$ cat config.mk
export PLATFORM = sky130hd
export DESIGN_NAME = nr_recip_seed_stage
export DESIGN_NICKNAME = d
export VERILOG_FILES = /design/src/rtl/nr_recip_seed_stage.sv
export SDC_FILE = /design/constraint.sdc
export NUM_CORES = 1
export LEC_CHECK = 0
export CORE_ASPECT_RATIO = 1.2
export CORE_MARGIN = 2
export CORE_UTILIZATION = 58
export DETAILED_ROUTE_END_ITERATION = 7
export PLACE_DENSITY_LB_ADDON = 0.08
export SYNTH_ARGS = -nofsm -noshare
export SYNTH_HDL_FRONTEND = slang
export SYNTH_SLANG_ARGS = --single-unit
$ cat constraint.sdc
create_clock -name clk -period 6 [get_ports clk]
set_input_delay 1.8 -clock clk [delete_from_list [all_inputs] [get_ports clk]]
set_output_delay 1.8 -clock clk [all_outputs]
set_load 0.005 [all_outputs]
$ cat src/rtl/nr_recip_seed_stage.sv
// rtl/nr_recip_seed_stage.sv - normalise divisor and produce the linear Newton-Raphson reciprocal seed
module nr_recip_seed_stage #(
    parameter int WIDTH = 4,
    parameter int FRAC  = 8,
    parameter int SHW   = 2
) (
    input  logic                clk,
    input  logic                rst,
    input  logic                in_valid,
    output logic                in_ready,
    input  logic [WIDTH-1:0]    dividend,
    input  logic [WIDTH-1:0]    divisor,
    output logic                out_valid,
    input  logic                out_ready,
    output logic [WIDTH-1:0]    out_dividend,
    output logic [WIDTH-1:0]    norm_divisor,
    output logic [SHW-1:0]      shift_amt,
    output logic [FRAC+1:0]     seed,
    output logic                div_by_zero
);

    localparam int PW   = FRAC + 2 + WIDTH;
    // round(48/17 * 2^FRAC) and round(32/17 * 2^FRAC) in integer arithmetic
    localparam int C1_I = (96 * (2 ** FRAC) + 17) / 34;
    localparam int C2_I = (64 * (2 ** FRAC) + 17) / 34;
    localparam logic [FRAC+1:0] C1 = (FRAC+2)'(C1_I);
    localparam logic [FRAC+1:0] C2 = (FRAC+2)'(C2_I);

    logic             v1, v2, v3;
    logic             r1, r2, r3;

    logic [WIDTH-1:0] s1_dividend, s1_divisor;
    logic [SHW-1:0]   s1_lzc;
    logic [WIDTH-1:0] s2_dividend, s2_dn;
    logic [SHW-1:0]   s2_lzc;
    logic             s2_dbz;

    logic [SHW-1:0]   lzc_c;
    logic             found_c;
    logic [WIDTH-1:0] dn_c;
    logic             dbz_c;
    logic [PW-1:0]    prod_c;
    logic [FRAC+1:0]  seed_c;

    // Each stage may load when empty or when its occupant leaves this cycle
    assign r3       = !v3 || out_ready;
    assign r2       = !v2 || r3;
    assign r1       = !v1 || r2;
    assign in_ready = r1;

    always_comb begin
        lzc_c   = '0;
        found_c = 1'b0;
        for (int i = WIDTH - 1; i >= 0; i--) begin
            if (!found_c) begin
                if (divisor[i]) begin
                    found_c = 1'b1;
                end else begin
                    lzc_c = lzc_c + 1'b1;
                end
            end
        end
        if (!found_c) begin
            lzc_c = '0;
        end
    end

    assign dn_c   = s1_divisor << s1_lzc;
    assign dbz_c  = (s1_divisor == '0);
    assign prod_c = PW'(s2_dn) * PW'(C2);
    assign seed_c = C1 - (FRAC+2)'(prod_c >> WIDTH);

    always_ff @(posedge clk or posedge rst) begin
        if (rst) begin
            v1          <= 1'b0;
            s1_dividend <= '0;
            s1_divisor  <= '0;
            s1_lzc      <= '0;
        end else if (r1) begin
            v1 <= in_valid;
            if (in_valid) begin
                s1_dividend <= dividend;
                s1_divisor  <= divisor;
                s1_lzc      <= lzc_c;
            end
        end
    end

    always_ff @(posedge clk or posedge rst) begin
        if (rst) begin
            v2          <= 1'b0;
            s2_dividend <= '0;
            s2_dn       <= '0;
            s2_lzc      <= '0;
            s2_dbz      <= 1'b0;
        end else if (r2) begin
            v2 <= v1;
            if (v1) begin
                s2_dividend <= s1_dividend;
                s2_dn       <= dn_c;
                s2_lzc      <= s1_lzc;
                s2_dbz      <= dbz_c;
            end
        end
    end

    always_ff @(posedge clk or posedge rst) begin
        if (rst) begin
            v3           <= 1'b0;
            out_dividend <= '0;
            norm_divisor <= '0;
            shift_amt    <= '0;
            seed         <= '0;
            div_by_zero  <= 1'b0;
        end else if (r3) begin
            v3 <= v2;
            if (v2) begin
                out_dividend <= s2_dividend;
                norm_divisor <= s2_dbz ? '0 : s2_dn;
                shift_amt    <= s2_dbz ? '0 : s2_lzc;
                seed         <= s2_dbz ? '0 : seed_c;
                div_by_zero  <= s2_dbz;
            end
        end
    end

    assign out_valid = v3;

endmodule

==> impl_table.tex, run 1 <==
\begin{tabular}{lr}
\hline
Metric & Value \\
\hline
\multicolumn{2}{l}{\textbf{Route}} \\
\quad Vias after detailed routing & 1662 \\
\quad First-pass detailed-route iteration total & 4 \\
\quad Remaining antenna violation count after routing & 0 \\
\quad Vias/cell & 5.56 \\
\quad Aggregate routed wire length & 4.46 mm \\
\quad Detailed router's first-iteration violation count & 60 \\
\quad Number of remaining DRC errors & 0 \\
\quad Drt wl/cell & 14.9 um \\
\multicolumn{2}{l}{\textbf{Placement}} \\
\quad Number of input and output port buffers inserted & 34 \\
\quad Cell Count Post-Placement & 291 \\
\quad GP Congestion & 0.838 \\
\quad DP Wirelength & 3.29 mm \\
\quad Minimum setup slack after placement & 1.20 ns \\
\multicolumn{2}{l}{\textbf{Floorplan}} \\
\quad Total I/O pin count & 35 \\
\quad Effective utilization at floorplan & 60.1\% \\
\quad Full die area & 0.00458 mm\^{}2 \\
\quad Standard cell core area & 0.00391 mm\^{}2 \\
\quad Width of the die & 62.1 um \\
\quad Die height & 73.7 um \\
\quad Core Rows & 25 \\
\multicolumn{2}{l}{\textbf{Clock network}} \\
\quad TritonCTS buffer count & 5 \\
\quad TritonCTS clock tree & yes \\
\quad Clk Tree Root Cell & clkbuf\_8 \\
\quad Clock latency reported for the late side of the worst-skew pair & 0.29 ns \\
\quad Maximum buffer depth of the clock tree & 2 \\
\quad Register clock-pin slew on the reported worst setup and hold paths & 0.08 ns \\
\quad TritonCTS Sinks & 45 \\
\quad Buffers inserted by post-CTS timing repair & 0 \\
\quad H-tree depth & 2 \\
\quad Count of cells resized by post-cts repair & 0 \\
\quad Hold\_buf cts & 0 \\
\multicolumn{2}{l}{\textbf{Critical path}} \\
\quad Biggest fanout along the worst timing path & 4 \\
\quad Worst setup slack for register-to-register paths & 2.35 ns \\
\quad Setup crit end kind & primary output \\
\quad Startpoint of the worst-slack reg-to-reg timing path & s2\_dn[3] \\
\quad Worst r2r path cells & 10 \\
\quad Arrival time reported for the critical path endpoint & 3.01 ns \\
\quad Critical path startpoint category & primary input \\
\quad CP required & 4.20 ns \\
\quad Worst reg2reg endpoint & seed[8] \\
\quad Category of the most critical setup path & in2out \\
\multicolumn{2}{l}{\textbf{Yosys}} \\
\quad Simple-gate share of the synthesized area & 11.3\% \\
\quad Number of standard cells after synthesis & 210 \\
\quad Fraction of the mapped netlist area in adder cells & 9.80\% \\
\quad Most frequently used cell type in the post-synthesis netlist & dfrtp\_1 \\
\quad Mean cell area of the mapped netlist & 11.2 um\^{}2 \\
\quad Post-synthesis register bit count & 45 \\
\quad Commonest cells in the synthesized netlist & dfrtp\_1, nand2\_1, mux2\_2 \\
\quad Biggest area consumer among synthesized cells & dfrtp\_1 \\
\quad Synth Cell Area & 0.00235 mm\^{}2 \\
\quad Number of flops mapped to enable cells by yosys & 0 \\
\quad XOR/XNOR share of the synthesized area & 2.98\% \\
\quad Fraction of post-synthesis cell area in the top cell type by area & 47.9\% \\
\quad Unique cell type count in the Yosys netlist & 41 \\
\quad Post-synthesis compound-gate area fraction & 13.6\% \\
\quad Share of cell area taken by muxes after synthesis & 11.1\% \\
\quad Largest family of logic cells by synthesized area & compound AO/OA/AOI/OAI gates \\
\quad Total nets after synthesis & 238 \\
\quad Fraction of the yosys area taken by sequential cells & 47.9\% \\
\quad Most frequently used flop master after synthesis & dfrtp\_1 \\
\quad Async S/R FF share, synth & 100\% \\
\quad Count of yosys warnings during synthesis & 0 \\
\quad Synth area leaders & dfrtp\_1, mux2\_2, ha\_1 \\
\multicolumn{2}{l}{\textbf{Worst hold path}} \\
\quad Worst Hold Path Cells & 2 \\
\quad Worst min path class & reg2reg \\
\quad Hold path start & seed[1] \\
\quad Worst-case hold path end point & seed[1] \\
\multicolumn{2}{l}{\textbf{Global routing}} \\
\quad Vias in the first global route & 1757 \\
\quad Antenna violations before repair & 0 \\
\quad Global-route congestion overflow total & 0 \\
\quad Total Routing Usage GR & 21.3\% \\
\quad Pin count of the biggest net entering global routing & 46 \\
\quad First-pass GRT wire length & 7.76 mm \\
\multicolumn{2}{l}{\textbf{Job}} \\
\quad Total of max-cap violations & 0 \\
\multicolumn{2}{l}{\textbf{STA}} \\
\quad PnR worst setup slack & 1.19 ns \\
\quad Worst hold margin & 0.488 ns \\
\quad Setup TNS & 0 ns \\
\quad Max transition margin & 53.1\% \\
\quad Transition time of the tightest slew-check pin & 0.695 ns \\
\quad Total setup violations reported at the end of the flow & 0 \\
\quad Fmax & 208 MHz \\
\quad RSZ-0062 raised after global routing & false \\
\quad Post-layout minimum cycle time & 4.81 ns \\
\quad Worst clock skew & 0.00462 ns \\
\quad Slew Viols, Final & 0 \\
\quad Final hold violation count & 0 \\
\quad Final period utilization & 80.2\% \\
\multicolumn{2}{l}{\textbf{Power}} \\
\quad Largest voltage drop on the vdd net & 0.000266 V \\
\quad Leakage power & 1.24 nW \\
\quad Pwr dens & 541 mW/mm\^{}2 \\
\multicolumn{2}{l}{\textbf{Run status}} \\
\quad Outcome & finished clean \\
\multicolumn{2}{l}{\textbf{Cells and area}} \\
\quad Number of cells in the finished layout apart from fillers & 299 \\
\quad Fraction of layout instances using a drive strength above 1 & 14.3\% \\
\quad Area growth from synthesis to layout & 21.4\% \\
\quad Antenna diode instance count & 0 \\
\quad Net count reported at finish & 272 \\
\quad Post-Route Utilization & 73.0\% \\
\hline
\end{tabular}
## layout by cell type (no fill, tap or decap), types with 9 or more instances in the layout
cell type,instances
nand2b_1,9
clkdlybuf4s50_1,34
mux2_2,20
nand2_1,25
o21ai_0,11
inv_1,10
o31ai_1,9
dfrtp_1,45
ha_1,12
## flip-flops by register name, indices dropped and copies added (netlist names), 2 cells and up
name          count
s2_dn             4
out_dividend      4
shift_amt         2
s1_dividend       4
seed             10
s2_dividend       4
s1_lzc            2
s2_lzc            2
s1_divisor        4
norm_divisor      4
## area by class of cell
type	instances	area, um^2
inverters	11	41.3
fillers	300	1060
multi-input cells	145	1150
well taps	54	67.6
flip-flops and latches	45	1130
clock buffers	7	86.3
repair buffers	36	355
clock inverters	1	30.0
## worst max-delay path, cell delays in order
cell             delay, ns
clkdlybuf4s50_1       0.40
nor2b_1               0.20
nand3_1               0.14
clkdlybuf4s50_1       0.47
## report_power, final
| group | internal, mW | switching [mW] | total (mW) | leakage, nW |
|---|---|---|---|---|
| combinational | 0.443 | 0.412 | 0.854 | 0.634 |
| sequential | 0.391 | 0.0676 | 0.459 | 0.549 |
| clock | 0.136 | 0.0956 | 0.231 | 0.0585 |
## worst max path at each step
| stage | startpoint | end | slack [ns] | cells after the start |
|---|---|---|---|---|
| CTS | out_ready | in_ready | 1.18 | 4 |
| detailed placement | out_ready | in_ready | 1.20 | 4 |
| floorplan | out_ready | in_ready | 2.10 | 2 |
| global route | out_ready | in_ready | 1.12 | 4 |
| global placement | out_ready | in_ready | 1.20 | 4 |
| finish | out_ready | in_ready | 1.19 | 4 |
## routing by layer
metal	GRT usage (%)	part of all wire [%]	routed length (um)	vias up
li1	-	-	-	802
met1	22.2	39	1730	822
met2	43.0	57	2560	34
met3	4.13	2.8	126	4
met4	6.91	0.99	44	0
met5	0	0	0	-
## through the flow
stage	power, mW	area [um^2]
floorplan	1.07	2350
global placement	1.27	2740
detailed placement	1.31	2740
CTS	1.55	2850
global route	1.68	2850
finish	1.54	2850
## logic make-up after synthesis
group | Yosys count
simple gates | 54
fa+ha+maj | 16
buf+inv | 20
mux | 23
xor+xnor | 8
flops | 45
compound gates | 44
(Power assumes the default switching activity.)
==> run 2: changes to the inputs <==
CORE_UTILIZATION = 49   (was 58)
clock period = 4.3 ns   (was 6 ns; I/O delays follow)
==> run 2 against run 1 <==
Largest cell class unchanged. Total power rose by 41%. Cell count rose by 1.7%. Critical endpoint unchanged. Critical path depth did not move. Register-to-register slack got worse by 1.6 ns. Clock skew rose by 0.0042 ns. Sequential share of layout area fell by 0.10 points. Combinational power rose by 43%. Worst hold slack got worse by 0.0064 ns. Final area rose by 0.26%. Core utilization fell by 11 points.
==> impl_table.tex, run 2 (same netlist as run 1, synthesis figures left out) <==
\begin{tabular}{lr}
\hline
Metric & Value \\
\hline
\multicolumn{2}{l}{\textbf{Run status}} \\
\quad Outcome & finished clean \\
\multicolumn{2}{l}{\textbf{Floorplan}} \\
\quad Full die area & 0.00537 mm\^{}2 \\
\quad Width of the die & 67.2 um \\
\quad Effective utilization at floorplan & 51.1\% \\
\quad Total I/O pin count & 35 \\
\quad Die height & 79.9 um \\
\quad Core Rows & 27 \\
\quad Standard cell core area & 0.00459 mm\^{}2 \\
\multicolumn{2}{l}{\textbf{Cells and area}} \\
\quad Fill count & 380 \\
\quad Area of the multi-input gates & 0.00115 mm\^{}2 \\
\quad Leading cell type in the layout, fill and taps excluded & dfrtp\_1 \\
\quad Net count reported at finish & 273 \\
\quad Number of cells in the finished layout apart from fillers & 304 \\
\quad Most frequent cells in the layout & dfrtp\_1, clkdlybuf4s50\_1, nand2\_1, mux2\_2, ha\_1 \\
\quad Number of flip-flops under the largest register name & 10 \\
\quad Sequential cell area in the final layout & 0.00113 mm\^{}2 \\
\quad Antenna diode instance count & 0 \\
\quad Fraction of layout instances using a drive strength above 1 & 14.6\% \\
\quad Final std cell area, no fill & 0.00286 mm\^{}2 \\
\quad Register with the most flip-flops & seed \\
\quad Area growth from synthesis to layout & 21.7\% \\
\multicolumn{2}{l}{\textbf{STA}} \\
\quad Fmax & 264 MHz \\
\quad Post-layout minimum cycle time & 3.79 ns \\
\quad RSZ-0062 raised after global routing & false \\
\quad Final period utilization & 88.2\% \\
\quad Setup TNS & 0 ns \\
\quad Slew Viols, Final & 0 \\
\quad Worst clock skew & 0.00882 ns \\
\quad Final hold violation count & 0 \\
\quad Max transition margin & 46.8\% \\
\quad Total setup violations reported at the end of the flow & 0 \\
\quad Transition time of the tightest slew-check pin & 0.798 ns \\
\quad PnR worst setup slack & 0.506 ns \\
\multicolumn{2}{l}{\textbf{Job}} \\
\quad Total of max-cap violations & 0 \\
\multicolumn{2}{l}{\textbf{Worst hold path}} \\
\quad Worst min path class & reg2reg \\
\multicolumn{2}{l}{\textbf{Power}} \\
\quad Leakage power & 1.24 nW \\
\quad Pwr dens & 763 mW/mm\^{}2 \\
\quad Largest voltage drop on the vdd net & 0.000312 V \\
\quad Tot Pwr & 2.18 mW \\
\multicolumn{2}{l}{\textbf{Global routing}} \\
\quad Pin count of the biggest net entering global routing & 46 \\
\quad Vias in the first global route & 1691 \\
\quad Total Routing Usage GR & 19.5\% \\
\quad First-pass GRT wire length & 7.82 mm \\
\quad Global-route congestion overflow total & 0 \\
\quad Antenna violations before repair & 0 \\
\multicolumn{2}{l}{\textbf{Clock network}} \\
\quad Maximum buffer depth of the clock tree & 2 \\
\quad TritonCTS buffer count & 5 \\
\quad Clk Tree Root Cell & clkbuf\_8 \\
\quad Register clock-pin slew on the reported worst setup and hold paths & 0.09 ns \\
\quad Hold\_buf cts & 0 \\
\quad H-tree depth & 2 \\
\quad Clock latency reported for the late side of the worst-skew pair & 0.30 ns \\
\quad Buffers inserted by post-CTS timing repair & 0 \\
\quad Count of cells resized by post-cts repair & 0 \\
\quad TritonCTS Sinks & 45 \\
\quad TritonCTS clock tree & yes \\
\multicolumn{2}{l}{\textbf{Route}} \\
\quad Remaining antenna violation count after routing & 0 \\
\quad Vias after detailed routing & 1687 \\
\quad Detailed router's first-iteration violation count & 69 \\
\quad Drt wl/cell & 15.0 um \\
\quad First-pass detailed-route iteration total & 4 \\
\quad Number of remaining DRC errors & 0 \\
\quad Vias/cell & 5.55 \\
\quad Aggregate routed wire length & 4.55 mm \\
\multicolumn{2}{l}{\textbf{Placement}} \\
\quad Number of input and output port buffers inserted & 34 \\
\quad DP Area & 0.00275 mm\^{}2 \\
\quad Cell Count Post-Placement & 296 \\
\quad Minimum setup slack after placement & 0.498 ns \\
\quad GP Congestion & 0.814 \\
\quad DP Wirelength & 3.46 mm \\
\multicolumn{2}{l}{\textbf{Critical path}} \\
\quad Critical path startpoint category & primary input \\
\quad Biggest fanout along the worst timing path & 4 \\
\quad Category of the most critical setup path & in2out \\
\quad CP required & 3.01 ns \\
\quad Arrival time reported for the critical path endpoint & 2.50 ns \\
\quad Setup crit end kind & primary output \\
\hline
\end{tabular}
[run 2: critical path, stage by stage]
cell and delay [ns]:
clkdlybuf4s50_1 0.40, nor2b_1 0.20, nand3_1 0.15, clkdlybuf4s50_1 0.47
[run 2: layer usage]
layer	part of all wire (%)	vias to the layer above	GRT usage, %
met1	39	840	21.8
li1	-	808	-
met2	56	33	35.9
met4	1.7	0	6.33
met3	3.4	6	3.95
met5	0	-	0
[run 2: worst paths after layout]
| path | start | to | slack, ns | cells past startpoint |
|---|---|---|---|---|
| max | out_ready | in_ready | 0.51 | 4 |
| min | seed[2] | seed[2] | 0.48 | 2 |
| max reg2reg | s2_dn[1] | seed[8] | 0.74 | 10 |
| min reg2reg | seed[2] | seed[2] | 0.48 | 2 |
| max in group asynchronous | rst | s2_lzc[0] | 2.51 | 3 |
| min in group asynchronous | rst | s1_lzc[0] | 1.42 | 3 |
[run 2: power by group]
group / switching (mW) / internal, mW / total, mW
Clock: 0.145 / 0.175 / 0.319
Sequential: 0.0936 / 0.545 / 0.639
Combinational: 0.603 / 0.620 / 1.22
[run 2: final cells by class]
type | instances | share of cell area [%]
multi-input combinational | 145 | 40.1
tap | 58 | 2.54
inverter | 11 | 1.44
sequential | 45 | 39.4
clock inverter | 2 | 1.36
clock buffer | 6 | 2.54
timing repair buffer | 37 | 12.7
[run 2: stage by stage]
step / utilization [%] / hold slack, ns
floorplan: - / 0.458
global placement: 59.8 / 0.464
detailed placement: 59.8 / 0.469
CTS: 62.3 / 0.490
global route: 62.3 / 0.504
finish: 62.3 / 0.482
==> run 3: changes to the inputs <==
CTS_CLUSTER_DIAMETER = 50   (was default)
==> results of run 3 <==
No change in the layout: final DEF, timing and power equal those of run 2.
